## config.mk

```make
export PLATFORM = sky130hd
export DESIGN_NAME = vec_sweep_counter
export DESIGN_NICKNAME = d
export VERILOG_FILES = /design/src/rtl/tt_check_pkg.sv /design/src/rtl/vec_sweep_counter.sv
export SDC_FILE = /design/constraint.sdc
export NUM_CORES = 1
export LEC_CHECK = 0
export CAP_MARGIN = 5
export CORE_AREA = 2 2 39 41
export CTS_BUF_LIST = sky130_fd_sc_hd__clkbuf_2
export CTS_CLUSTER_DIAMETER = 200
export DETAILED_ROUTE_END_ITERATION = 7
export DIE_AREA = 0 0 41 43
export PLACE_DENSITY = 0.3
export SLEW_MARGIN = 10
export SYNTH_ARGS = -nofsm -noshare
export SYNTH_HDL_FRONTEND = slang
export SYNTH_SLANG_ARGS = --single-unit
```

## constraint.sdc

```tcl
create_clock -name clk -period 3.8 [get_ports clk]
set_clock_uncertainty 0.2 [all_clocks]
set_input_delay 0.95 -clock clk [delete_from_list [all_inputs] [get_ports clk]]
set_output_delay 0.95 -clock clk [all_outputs]
set_load 0.01 [all_outputs]
```

## src/rtl/tt_check_pkg.sv

```systemverilog
// Shared types and defaults for the truth-table sweep-and-compare checker.
package tt_check_pkg;

    typedef enum logic [1:0] {
        IDLE  = 2'd0,
        WAIT  = 2'd1,
        CHECK = 2'd2,
        DONE  = 2'd3
    } tt_state_t;

    localparam int TT_N_IN   = 3;
    localparam int TT_SETTLE = 1;

    // Settle counter value at which WAIT hands over to CHECK. SETTLE is
    // meant to stay within 1..15; out-of-range values are pulled back to
    // the nearest legal setting so the 4-bit counter never overflows.
    function automatic logic [3:0] tt_settle_last(input int settle);
        if (settle <= 1) begin
            return 4'd0;
        end else if (settle >= 15) begin
            return 4'd14;
        end else begin
            return 4'(settle - 1);
        end
    endfunction

endpackage

```

## src/rtl/vec_sweep_counter.sv

```systemverilog
// Input-vector counter for the sweep: clears to zero, steps on request and
// flags the all-ones vector so the checker knows the sweep is complete.
module vec_sweep_counter
    import tt_check_pkg::*;
#(
    parameter int N_IN = TT_N_IN
) (
    input  logic            clk,
    input  logic            rst,
    input  logic            clear,
    input  logic            inc,
    output logic [N_IN-1:0] count,
    output logic            last
);

    // Vector register: clear wins over increment, so a fresh sweep always
    // starts at zero even if both strobes arrive together.
    always_ff @(posedge clk) begin
        if (rst) begin
            count <= '0;
        end else if (clear) begin
            count <= '0;
        end else if (inc) begin
            count <= count + 1'b1;
        end
    end

    assign last = &count;

endmodule

```

==> results.cfg <==
[sta]
finalHoldViolations = 0
finalCriticalPeriod_ns = 2.542
rsz0062_at_grt = no
tns_ns = 0
setup_viol = 0
timing.fmax_mhz = 393.4
fin_crit_sh_pct = 66.90
drv_slew = 0
slew_headroom_pct = 89.83
tightest_slew_ns = 0.1484

[route]
avgRoutedWirePerCell_um = 7.974
drt_wl_total_um = 303
vias = 119
ant_nets = 0
route.detailed.drc = 0
drt_first_pass_iters = 1
drtIter0Drc = 0
routed_via_density = 3.132

[yosys]
synth_area_um2 = 133.9
syn_inst = 11
synthDistinctLibCells = 6
synth-simple-area-share_pct = 14.95
synth.area.mux_share_pct = 14.95
synth_fp_nets = 17
synthTopCellsByArea = dfxtp_1 (45%), ha_1 (19%), mux2i_1 (15%)
synthAdderAreaFrac_pct = 18.69
yosysWarnings = 0
synth-seq-area-share_pct = 44.86
synth_xor_area_share_pct = 6.542
ys_seq_elements = 3
synth_top_area_share_pct = 44.86
synth_compound_area_share_pct = 0
synth_top_cell_by_area = dfxtp_1
synth_top_family_by_area = adder cells
avgSynthCellArea_um2 = 12.17

[floorplan]
fp.dieW_um = 41
die-area_um2 = 1763
fp.dieH_um = 43
num_io_pins = 8
start_util_pct = 9.674
core_region_area_um2 = 1384
rows = 14

[job]
cap_violations = 0

[worst_setup_path]
path_common_cell = ha_1
crit_path_end_kind = output port
slowest_stage = clkdlybuf4s50_1
worst-r2r-cell-count = 4
path_max_fanout = 3
startpoint_type = flip-flop
critical_path_class = reg -> out
crit_required_ns = 2.65
worstPathCellList = ha_1 > ha_1 > clkdlybuf4s50_1
crit_arrival_ns = 1.39
critPathMaxStageDelay_ns = 0.53

[cells_and_area]
largest_reg_flops = 3
n_antenna_cell = 0
drive_above_1_share_pct = 22.73
layout_common_cells = clkdlybuf4s50_1 (7), clkbuf_2 (4), dfxtp_1 (3)
multi_input_area_um2 = 73.82
largest_register = count
nFillCells = 153
reg.largest.list = count (3)
seqCellArea_um2 = 60.06
finalInstanceArea_um2 = 244.0
final_nets = 29
instances_no_fill = 38
final_common_cell = clkdlybuf4s50_1
area_delta_synth_final_pct = 82.24

[clock_tree]
clk_path_buf_depth = 2
cts_hold_buf = 0
cts_tree = yes
clk_pin_slew_worst_paths_ns = 0.05
clock_latency_ns = 0.21
clock_sinks = 3
cts_buffers = 3
cts_root_buf = clkbuf_2
cts_setup_buffers = 0
htreeDepth = 1
cts_resized = 0

[place]
dp.cells = 34
place_area_um2 = 224.0
numPortBuffers = 7
gp_congestion = 0.6307

[pwr]
ir_drop_uv = 84.80
power.density_nw_per_um2 = 356.9
p_leak_nw = 0.1041

[global_route]
grt_pass1_wl_um = 503
grt_pass1_vias = 126
grt_start_max_net_pins = 4
overflow = 0
grt_usage_pct = 5.311
antenna_found_initial = 0

[min_path]
hold_depth = 2
min-delay-path-class = reg -> reg

[outcome]
outcome = complete, no violations
==> layout make-up <==
type	count	share of cell area [%]
multi-input cells	8	30.26
flip-flops and latches	3	24.62
clock buffers	4	8.205
well taps	16	8.205
repair buffers	7	28.72
==> cell families after synthesis <==
family / after synthesis
adder cells (fa/ha/maj): 2
flip-flops: 3
multiplexers: 2
XOR/XNOR: 1
AND/OR/NAND/NOR: 3
==> stage by stage <==
stage          total power [mW]  hold slack, ns  setup WS [ns]  utilization (%)
2_1_floorplan           0.03650          0.3490          1.902                -
4_1_cts                 0.09108          0.3787          1.213            17.63
6_report                0.08707          0.3643          1.258            17.63
3_5_place_dp            0.04284          0.3674          1.462            16.18
5_1_grt                 0.09407          0.4050          1.146            17.63
3_3_place_gp            0.04282          0.3627          1.475            16.18
==> layer usage <==
layer / global-route usage, % / up-vias / part of all wire (%)
met5: 0 / - / 0
met4: 4.000 / 0 / 0
met3: 7.853 / 0 / 14
met2: 5.313 / 8 / 37
met1: 4.792 / 50 / 49
li1: - / 61 / -
==> power breakdown <==
part / internal [mW] / switching, mW / total, mW
clock: 0.0278 / 0.0172 / 0.0450
sequential: 0.0323 / 0.000656 / 0.0330
combinational: 0.00573 / 0.00339 / 0.00912
==> path summary, 6_finish.rpt <==
check / slack (ns) / endpoint / startpoint
worst max-delay path: 1.26 / last / count[0]
worst min-delay path: 0.36 / count[2] / count[2]
worst max register to register: 2.49 / count[2] / count[0]
worst min register to register: 0.36 / count[2] / count[2]
==> cell usage after synthesis <==
library cell  count
dfxtp_1           3
ha_1              2
mux2i_1           2
nor3_1            2
nor3_2            1
xnor2_1           1
==> critical path, delay by kind of cell, from the launching register on <==
family / cells / cell delay, ns
buffers and inverters: 1 / 0.53
flip-flops: 1 / 0.36
adder cells (fa/ha/maj): 2 / 0.29
Power figures use the tool's default switching activity.
